**src/rtl/rgu_data_ram_arbiter_pkg.sv**
```systemverilog
// Shared definitions for the data RAM arbiter: arbitration states and
// default widths/limits.
package rgu_data_ram_arbiter_pkg;

  localparam int GPU_WORD             = 32;
  localparam int RGU_ARB_STARVE_LIMIT = 8;

  typedef enum logic [1:0] {
    ST_IDLE       = 2'd0,
    ST_CORE_LOCK  = 2'd1,
    ST_UART_FORCE = 2'd2
  } arb_state_e;

endpackage

```
**src/rtl/rgu_sat_counter.sv**
```systemverilog
// Saturating up-counter that tracks how long the UART has waited;
// oSat flags that the wait has reached LIMIT.
module rgu_sat_counter
  import rgu_data_ram_arbiter_pkg::*;
#(
  parameter int LIMIT = RGU_ARB_STARVE_LIMIT,
  parameter int CNT_W = $clog2(LIMIT + 1)
) (
  input  logic iClock,
  input  logic iReset,
  input  logic iInc,
  input  logic iClr,
  output logic oSat
);

  localparam logic [CNT_W-1:0] LIMIT_V = CNT_W'(LIMIT);

  logic [CNT_W-1:0] r_count;

  // NOTE: sequential state uses non-blocking assignments so every flop
  // samples pre-edge values, independent of process ordering.
  always_ff @(posedge iClock) begin
    if (iReset) begin
      r_count <= '0;
    end else if (iClr) begin
      r_count <= '0;
    end else if (iInc && (r_count != LIMIT_V)) begin
      r_count <= r_count + 1'b1;
    end
  end

  assign oSat = (r_count == LIMIT_V);

endmodule

```
**src/rtl/rgu_data_ram_arbiter.sv**
```systemverilog
// Single-port data RAM arbiter between the core and the UART loader, with
// core lock ownership and a starvation-forced UART slot.
module rgu_data_ram_arbiter
  import rgu_data_ram_arbiter_pkg::*;
#(
  parameter int DATA_W       = GPU_WORD,
  parameter int ADDR_W       = 8,
  parameter int STARVE_LIMIT = RGU_ARB_STARVE_LIMIT
) (
  input  logic              iClock,
  input  logic              iReset,
  input  logic              iCoreReq,
  input  logic              iCoreWrite,
  input  logic              iCoreLock,
  input  logic [ADDR_W-1:0] iCoreAddr,
  input  logic [DATA_W-1:0] iCoreData,
  output logic              oCoreGrant,
  output logic              oCoreValid,
  output logic [DATA_W-1:0] oCoreData,
  input  logic              iUartSelected,
  input  logic              iUartWrite,
  input  logic [ADDR_W-1:0] iUartAddr,
  input  logic [DATA_W-1:0] iUartData,
  output logic              oUartGrant,
  output logic              oUartValid,
  output logic [DATA_W-1:0] oUartData,
  output logic [ADDR_W-1:0] oRamAddr,
  output logic              oRamWe,
  output logic [DATA_W-1:0] oRamData,
  input  logic [DATA_W-1:0] iRamData
);

  arb_state_e        r_state, w_next_state;
  logic              w_core_grant, w_uart_grant, w_starved;
  logic              r_core_rd, r_uart_rd;
  logic [DATA_W-1:0] r_core_data, r_uart_data;

  rgu_sat_counter #(.LIMIT(STARVE_LIMIT)) u_starve (
    .iClock (iClock),
    .iReset (iReset),
    .iInc   (iUartSelected && !w_uart_grant),
    .iClr   (!iUartSelected || w_uart_grant),
    .oSat   (w_starved)
  );

  // NOTE: every signal gets a default at the top of always_comb so no
  // path through the case can infer a latch.
  always_comb begin
    w_core_grant = 1'b0;
    w_uart_grant = 1'b0;
    w_next_state = r_state;
    if (!iReset) begin
      case (r_state)
        ST_IDLE: begin
          if (iCoreReq)           w_core_grant = 1'b1;
          else if (iUartSelected) w_uart_grant = 1'b1;
          // A starved UART that still lost this cycle takes the next one.
          if (w_starved && !w_uart_grant)        w_next_state = ST_UART_FORCE;
          else if (w_core_grant && iCoreLock)    w_next_state = ST_CORE_LOCK;
        end
        ST_CORE_LOCK: begin
          w_core_grant = iCoreReq;
          if (!iCoreLock) w_next_state = ST_IDLE;
        end
        ST_UART_FORCE: begin
          w_uart_grant = iUartSelected;
          w_next_state = ST_IDLE;
        end
        default: w_next_state = ST_IDLE;
      endcase
    end
  end

  always_ff @(posedge iClock) begin
    if (iReset) begin
      r_state     <= ST_IDLE;
      r_core_rd   <= 1'b0;
      r_uart_rd   <= 1'b0;
      r_core_data <= '0;
      r_uart_data <= '0;
    end else begin
      r_state   <= w_next_state;
      r_core_rd <= w_core_grant && !iCoreWrite;
      r_uart_rd <= w_uart_grant && !iUartWrite;
      if (r_core_rd) r_core_data <= iRamData;
      if (r_uart_rd) r_uart_data <= iRamData;
    end
  end

  assign oCoreGrant = w_core_grant;
  assign oUartGrant = w_uart_grant;

  // Read data is forwarded in its valid cycle; reset masks a pending pulse.
  assign oCoreValid = r_core_rd && !iReset;
  assign oUartValid = r_uart_rd && !iReset;
  assign oCoreData  = iReset ? '0 : (r_core_rd ? iRamData : r_core_data);
  assign oUartData  = iReset ? '0 : (r_uart_rd ? iRamData : r_uart_data);

  assign oRamAddr = w_core_grant ? iCoreAddr  : (w_uart_grant ? iUartAddr  : '0);
  assign oRamData = w_core_grant ? iCoreData  : (w_uart_grant ? iUartData  : '0);
  assign oRamWe   = w_core_grant ? iCoreWrite : (w_uart_grant && iUartWrite);

endmodule

```
**config.mk**
```make
export PLATFORM = sky130hd
export DESIGN_NAME = rgu_data_ram_arbiter
export DESIGN_NICKNAME = d
export VERILOG_FILES = /design/src/rtl/rgu_data_ram_arbiter_pkg.sv /design/src/rtl/rgu_sat_counter.sv /design/src/rtl/rgu_data_ram_arbiter.sv
export SDC_FILE = /design/constraint.sdc
export NUM_CORES = 1
export LEC_CHECK = 0
export ABC_AREA = 1
export ABC_CLOCK_PERIOD_IN_PS = 1250
export BUFFER_PORTS_ARGS = -buffer_cell sky130_fd_sc_hd__buf_2
export CAP_MARGIN = 20
export CORE_MARGIN = 10
export CORE_UTILIZATION = 38
export CTS_BUF_LIST = sky130_fd_sc_hd__clkbuf_2
export CTS_CLUSTER_DIAMETER = 120
export DETAILED_ROUTE_END_ITERATION = 8
export GPL_TIMING_DRIVEN = 1
export PLACE_DENSITY = 0.83
export SLEW_MARGIN = 20
export SYNTH_ARGS = -nofsm -noshare
export SYNTH_HDL_FRONTEND = slang
export SYNTH_SLANG_ARGS = --single-unit
```
**constraint.sdc**
```tcl
create_clock -name iClock -period 1.25 [get_ports iClock]
set_input_delay 0.125 -clock iClock [delete_from_list [all_inputs] [get_ports iClock]]
set_output_delay 0.125 -clock iClock [all_outputs]
set_load 0.01 [all_outputs]
```
==> results of run 1 <==
## report_power, final
group          switching [mW]  total (mW)  internal (mW)
Sequential             0.0623        2.45           2.39
Combinational           0.853        1.63          0.774
Clock                   0.932        1.78          0.848
Total                    1.85        5.86           4.01
## area by class of cell
type	instances	area, um^2
clock buffer	9	45.04
timing repair buffer	333	2731
inverter	13	92.59
clock inverter	6	107.6
tap	105	131.4
fill	436	1260
sequential	72	1454
multi-input combinational	352	2477
## worst max-delay path: cells and delay by family, from the launching register on
family,cells,cell delay [ns]
simple gates,1,0.11
buf+inv,3,0.45
compound gates,1,0.28
flops,1,0.43
## repair_timing
action,4_1_cts,5_1_grt
setup buffers,25,11
resized for setup,214,231
cloned,13,5
endpoints found under the hold margin,65,3
pin swaps,80,44
endpoints found under the setup margin,109,117
## worst paths after layout
| kind | from | end | slack [ns] | cells after the start |
|---|---|---|---|---|
| worst max register to register | r_uart_rd$_SDFF_PP0_ | r_uart_data[25]$_DFF_P_ | -0.01 | 7 |
| worst max-delay path | r_core_rd$_SDFF_PP0_ | oCoreData[12] | -0.64 | 5 |
| worst min register to register | r_core_data[4]$_DFF_P_ | r_core_data[4]$_DFF_P_ | 0.53 | 2 |
| worst min-delay path | iRamData[23] | r_core_data[23]$_DFF_P_ | -0.13 | 3 |
## cell usage in the layout (no fill, tap or decap), types with 2 or more instances in the layout
master           n
buf_2          192
nand2_2         68
nor2_2          67
dfxtp_1         66
nand2_1         51
nor2_4          48
buf_6           47
o21ai_2         41
dlygate4sd3_1   34
buf_4           30
nor2_1          22
nand2_4         15
buf_12          15
o21ai_1         13
o21ai_0          9
clkbuf_2         9
buf_16           8
inv_2            6
clkbuf_16        5
dfxtp_2          4
inv_1            3
nand3_1          3
bufinv_16        3
o21ai_4          2
inv_8            2
a21oi_1          2
a21oi_2          2
buf_8            2
dfxtp_4          2
## routing by layer
metal / wire length, um / part of all wire / vias to the layer above
met2: 10950 / 0.51 / 386
met1: 7013 / 0.33 / 2285
met5: 0 / 0 / -
met3: 2047 / 0.095 / 116
met4: 1529 / 0.071 / 0
li1: - / - / 2093
## cells in the mapped netlist, types with 2 or more instances
| library cell | number |
|---|---|
| dfxtp_1 | 72 |
| buf_4 | 2 |
| o21ai_0 | 58 |
| inv_1 | 9 |
| a21oi_1 | 4 |
| nand3_1 | 4 |
| clkbuf_1 | 8 |
| ha_1 | 2 |
| buf_1 | 3 |
| nand2_2 | 40 |
| inv_2 | 3 |
| buf_12 | 4 |
| nand2_1 | 94 |
| buf_2 | 10 |
| o21ai_1 | 7 |
| nor2_1 | 135 |
## kinds of logic (layout without fill, tap and decap cells)
family / Yosys count / in the layout / synth area share
xor+xnor: 1 / 1 / 0.002688
simple gates: 279 / 279 / 0.3643
buf+inv: 40 / 361 / 0.07447
flops: 72 / 72 / 0.4422
fa+ha+maj: 2 / 2 / 0.007676
compound gates: 70 / 70 / 0.1086
## state kept, by name, indices dropped and copies added, names as in the netlist
| register | cells |
|---|---|
| r_core_data | 32 |
| r_core_rd | 1 |
| r_state | 2 |
| r_uart_data | 32 |
| r_uart_rd | 1 |
| u_starve.r_count | 4 |
==> impl_metrics.ini, run 1 <==
[grt]
grt_most_used_layer = met2
grt_first_pass_wirelength_um = 26210
via_count_of_the_first_global_routing_pass = 4713
global_route.usage.met3 = 0.07987
antenna_violations_before_repair = 0
global_route.overflow_total = 0
grtUsageTotal = 0.2559
grtUsageMet1 = 0.2523
grt_max_degree = 39
grt_use_met2 = 0.4831

[cells_and_area]
fin_util = 0.8482
finalNetCount = 902
area_growth_pct = 116.0
final_design_area_no_fill_um2 = 7039
instances_no_fill = 890
layout-drive-gt1-share = 0.7338
insertedDiodeCount = 0

[placed_design]
placedCellCount = 794
preCtsSetupSlack_ns = -0.02823
postPlaceCellArea_um2 = 4591
numPortBuffers = 227
place_congestion = 0.9351
post_dp_hpwl_um = 11100

[floorplanning]
floorplan.die.width_um = 112.6
pin_count = 228
die_area_um2 = 12680
row_count = 33
coreArea_um2 = 8299
die_height_um = 112.6
floorplan.initialDensity = 0.3927

[clocking]
cts.sink_count = 72
clk_pin_slew_worst_paths_ns = 0.26
cts.root.buffer_cell = clkbuf_2
ctsLongestPathBuffers = 2
h-tree-depth = 3
cts_made_buffers = 9
clock_insertion_delay_at_the_later_pin_of_the_skew_report_ns = 0.56
cts_tree = built
number_of_hold_buffers_added_after_cts = 34

[synth]
syn_nets = 585
synthesis.area_per_instance_um2 = 7.025
syn_inst = 464
mappedNetlistArea_um2 = 3259
seq_area_frac_synth = 0.4422
synth_top_cell_by_area = dfxtp_1
post_synth_main_area_contributors = dfxtp_1, nor2_1, nand2_1
dominantRegCellSynth = dfxtp_1
synth.top_cell.area_share = 0.4422
synth_enable_flop_cells = 0
post_synth_arst_share = 0
synth.distinct_cells = 25
yosys_warnings = 0
ys_ff_latch = 72

[power]
static-leakage-power_nw = 3.422
totalPowerFinal_mw = 5.861
max-vdd-ir-drop_v = 0.0008505
cellPowerDensity_nw_per_um2 = 832.7

[timing]
setup_tns_ns = -53.88
fin_worst_hold_slack_ns = -0.1318
finalSetupViolations = 110
fin_crit_sh = 1.513
final_report_max_slew_violation_count = 0
worst_pin_slew_ns = 0.3337
relSlewSlack = 0.7752
clock.fmax_mhz = 528.9
post-route-min-period_ns = 1.891
finClkSkew_ns = 0.05871
setup_repair_after_global_routing_missed_its_margin = yes
fin_ws_ns = -0.6407
timing.final.hold_violations = 3

[setup_path]
worst-path-max-fanout = 6
worstSetupEndpointType = primary output
worstPathCellList = buf_4, buf_12, o21ai_0, nor2_1, buf_2
cp_data_required_time_ns = 1.12
setup.worst_path.class = reg -> out
worst_setup_path_start_kind = flop
critPathMaxStageDelay_ns = 0.43
crit_arrival_ns = 1.77
critical-path-slowest-cell = dfxtp_4

[drt]
remaining_drc_errors = 0
avgRoutedWirePerCell_um = 24.21
detailroute.via_count = 4880
dr.pass1.iters = 5
drtAntennaViolNets = 0
dr.first_iter.drc_count = 391
post_route_wl_um = 21550
avgViaCountPerCell = 5.483

[status]
status = complete, but fails checks
violations = hold timing, setup timing

[worst_hold_path]
hold_path_class = in -> reg

[job]
timing.max_cap.violations = 0
(Power assumes the default switching activity.)
==> inputs of run 2 (changes only) <==
ABC_AREA = 0   (was 1)
CORE_UTILIZATION = 37   (was 38)
==> run 2 against run 1 <==
  * The run still ends with hold timing, setup timing left
  * Sequential share of layout area rose by 6.9 points
  * Clock skew fell by 0.020 ns
  * Global-route usage decreased by 6.4 points
  * Register-to-register slack is essentially flat
  * Synthesized cell count decreased by 36%
  * Largest cell class unchanged
  * Sequential power decreased by 3%
  * Final area down 25%
  * Largest power group unchanged
  * Power decreased by 14%
  * Combinational power shrank 38%
  * Utilization down 20 points
==> impl_metrics.ini, run 2 <==
[grt]
grt_first_pass_wirelength_um = 19380
grtUsageTotal = 0.1917
global_route.overflow_total = 0
via_count_of_the_first_global_routing_pass = 3593
grt_max_degree = 37
antenna_violations_before_repair = 0

[floorplanning]
die_height_um = 110.8
coreArea_um2 = 8134
floorplan.die.width_um = 110.8
die_area_um2 = 12270
row_count = 33
pin_count = 228
floorplan.initialDensity = 0.3747

[drt]
post_route_wl_um = 12760
avgViaCountPerCell = 4.861
detailroute.via_count = 3330
dr.pass1.iters = 4
drtAntennaViolNets = 0
remaining_drc_errors = 0
dr.first_iter.drc_count = 188
avgRoutedWirePerCell_um = 18.63

[setup_path]
worst_r2r_path_depth = 5
critPathMaxStageDelay_ns = 0.37
worst_setup_path_startpoint = r_state[1]$_SDFFE_PP0P_
worstSetupPathDepth = 6
critical_path.most_common_cell = nor2b_4
reg2reg_slack_ns = 0
endpoint = oRamData[14]
worstSetupEndpointType = primary output
rr_endpoint = r_core_data[14]$_DFF_P_
worst-path-max-fanout = 22
critical-path-slowest-cell = dfxtp_2
critPathTopFamily = buffers and inverters
setup.worst_path.class = reg -> out
worst_setup_path_start_kind = flop
cp_num_buf_inv = 3
cp_data_required_time_ns = 1.12
crit_arrival_ns = 1.77
worstPathCellList = nor2b_4, nor2b_4, buf_4, buf_12, a22o_1, buf_2
r2r_start = r_core_rd$_SDFF_PP0_

[cells_and_area]
multi_input_gate_area_um2 = 1541
insertedDiodeCount = 0
fin_util = 0.6484
finalNetCount = 696
num-fill-cells = 626
area_growth_pct = 73.03
layout-drive-gt1-share = 0.5621
ff_latch_area_um2 = 1455
final_common_cell = buf_2
largest_registers = r_core_data: 32 flops, r_uart_data: 32 flops, u_starve.r_count: 4 flops
final_cell_mix = buf_2, dfxtp_1, nor2_1, mux2i_1, a22o_1

[timing]
finClkSkew_ns = 0.03822
fin_worst_hold_slack_ns = -0.1239
setup_repair_after_global_routing_missed_its_margin = yes
setup_tns_ns = -55.26
relSlewSlack = 0.6035
clock.fmax_mhz = 527.7
final_report_max_slew_violation_count = 0
fin_ws_ns = -0.6450
worst_pin_slew_ns = 0.5886
finalSetupViolations = 109
fin_crit_sh = 1.516
timing.final.hold_violations = 37
post-route-min-period_ns = 1.895

[clocking]
cts.root.buffer_cell = clkbuf_2
cts_tree = built
number_of_hold_buffers_added_after_cts = 5
cts_made_buffers = 9
h-tree-depth = 3
ctsLongestPathBuffers = 2
clk_pin_slew_worst_paths_ns = 0.23
cts.sink_count = 72
clock_insertion_delay_at_the_later_pin_of_the_skew_report_ns = 0.52

[synth]
post_synth_main_area_contributors = dfxtp_1, mux2i_1, a22o_1
post_synth_arst_share = 0
synth_top_family_by_area = multiplexers
muxShareOfSynthArea = 0.2135
syn_inst = 297
synth-compound-area-share = 0.1244
synth.distinct_cells = 24
synthesis.area_per_instance_um2 = 10.26
mappedNetlistArea_um2 = 3048
post-synth-top-count-cell = dfxtp_1
synth_top_cell_by_area = dfxtp_1
synthAdderAreaFrac = 0.008210
post_synth_and_or_nand_nor_area_fraction = 0.1195
synthXorXnorAreaFrac = 0.005747
ys_ff_latch = 72
synth.top_cell.area_share = 0.4729
synth_commonest_cells = dfxtp_1, nor2_1, mux2i_1
dominantRegCellSynth = dfxtp_1
synth_enable_flop_cells = 0
syn_nets = 418
yosys_warnings = 0
seq_area_frac_synth = 0.4729

[placed_design]
place_congestion = 0.8650
numPortBuffers = 227
post_dp_hpwl_um = 9331

[worst_hold_path]
hold_path_class = in -> reg
cell_count_of_the_worst_hold_path = 3

[power]
max-vdd-ir-drop_v = 0.0004171
totalPowerFinal_mw = 5.059
cellPowerDensity_nw_per_um2 = 959.3
static-leakage-power_nw = 2.620

[status]
violations = hold timing, setup timing
status = complete, but fails checks

[job]
timing.max_cap.violations = 0
==> run 2: cell count changes in the layout (fill, tap and decap cells not counted), moves of 24 or more <==
cell	previous run	this run
nor2_1	22	64
nand2_2	68	0
nor2_4	48	0
o21ai_2	41	0
mux2i_1	0	57
buf_6	47	16
nor2_2	67	5
a22o_1	0	41
nand2_1	51	1
dlygate4sd3_1	34	5
buf_2	192	216
==> run 2: kinds of logic after synthesis <==
family / count (synthesis)
AND/OR/NAND/NOR: 83
XOR/XNOR: 2
flip-flops: 72
multiplexers: 65
buffers and inverters: 28
AO/OA/AOI/OAI: 45
adder cells (fa/ha/maj): 2
==> run 2: worst reg2reg max path: cells and delay by family (launching register included) <==
family | cells | cell delay [ns]
flip-flops | 1 | 0.44
buffers and inverters | 3 | 0.40
multiplexers | 1 | 0.25
AND/OR/NAND/NOR | 1 | 0.07
==> run 2: area by class of cell <==
cell class / instances / share of cell area
timing repair buffer: 292 / 0.3749
multi-input combinational: 197 / 0.2923
sequential: 72 / 0.2759
tap: 105 / 0.02491
clock inverter: 6 / 0.02040
clock buffer: 10 / 0.009490
inverter: 3 / 0.002135
==> run 2: through the flow <==
stage	hold slack [ns]	setup WS [ns]	instances	cell area (um^2)
after CTS	-0.1604	-0.6807	670	5004
after floorplan	0.2388	0.01751	297	3048
after global routing	-0.1506	-0.7549	685	5274
final	-0.1239	-0.6450	685	5274
after global placement	0.3422	-0.09271	618	4304
after detailed placement	0.3570	-0.1640	618	4304
==> run 2: worst min path at each step <==
stage	startpoint	end	slack [ns]
2_1_floorplan	iCoreLock	r_state[0]$_SDFFE_PP0P_	0.24
3_3_place_gp	iCoreLock	r_state[0]$_SDFFE_PP0P_	0.34
3_5_place_dp	iCoreLock	r_state[0]$_SDFFE_PP0P_	0.36
4_1_cts	iRamData[0]	r_uart_data[0]$_DFF_P_	-0.16
5_1_grt	iRamData[10]	r_uart_data[10]$_DFF_P_	-0.15
6_report	iRamData[0]	r_uart_data[0]$_DFF_P_	-0.12
==> run 2: where the power goes <==
group | switching (mW) | internal, mW | total, mW
clock network | 0.802 | 0.864 | 1.67
registers | 0.0262 | 2.36 | 2.38
logic | 0.466 | 0.544 | 1.01
==> run 2: metal layers <==
layer,vias up,wire length (um),part of all wire,global-route usage
met5,-,0,0,0
met1,1540,4503,0.35,0.1816
met3,26,1063,0.083,0.07089
met2,165,6903,0.54,0.3671
met4,0,293,0.023,0.06510
li1,1599,-,-,-
==> run 2: repair_timing <==
item / CTS / global route
setup endpoints to repair: 109 / 114
cloned: 7 / 1
gates resized for setup: 34 / 34
setup buffers: 24 / 19
hold endpoints to repair: 62 / 46
pin swaps: 12 / 31
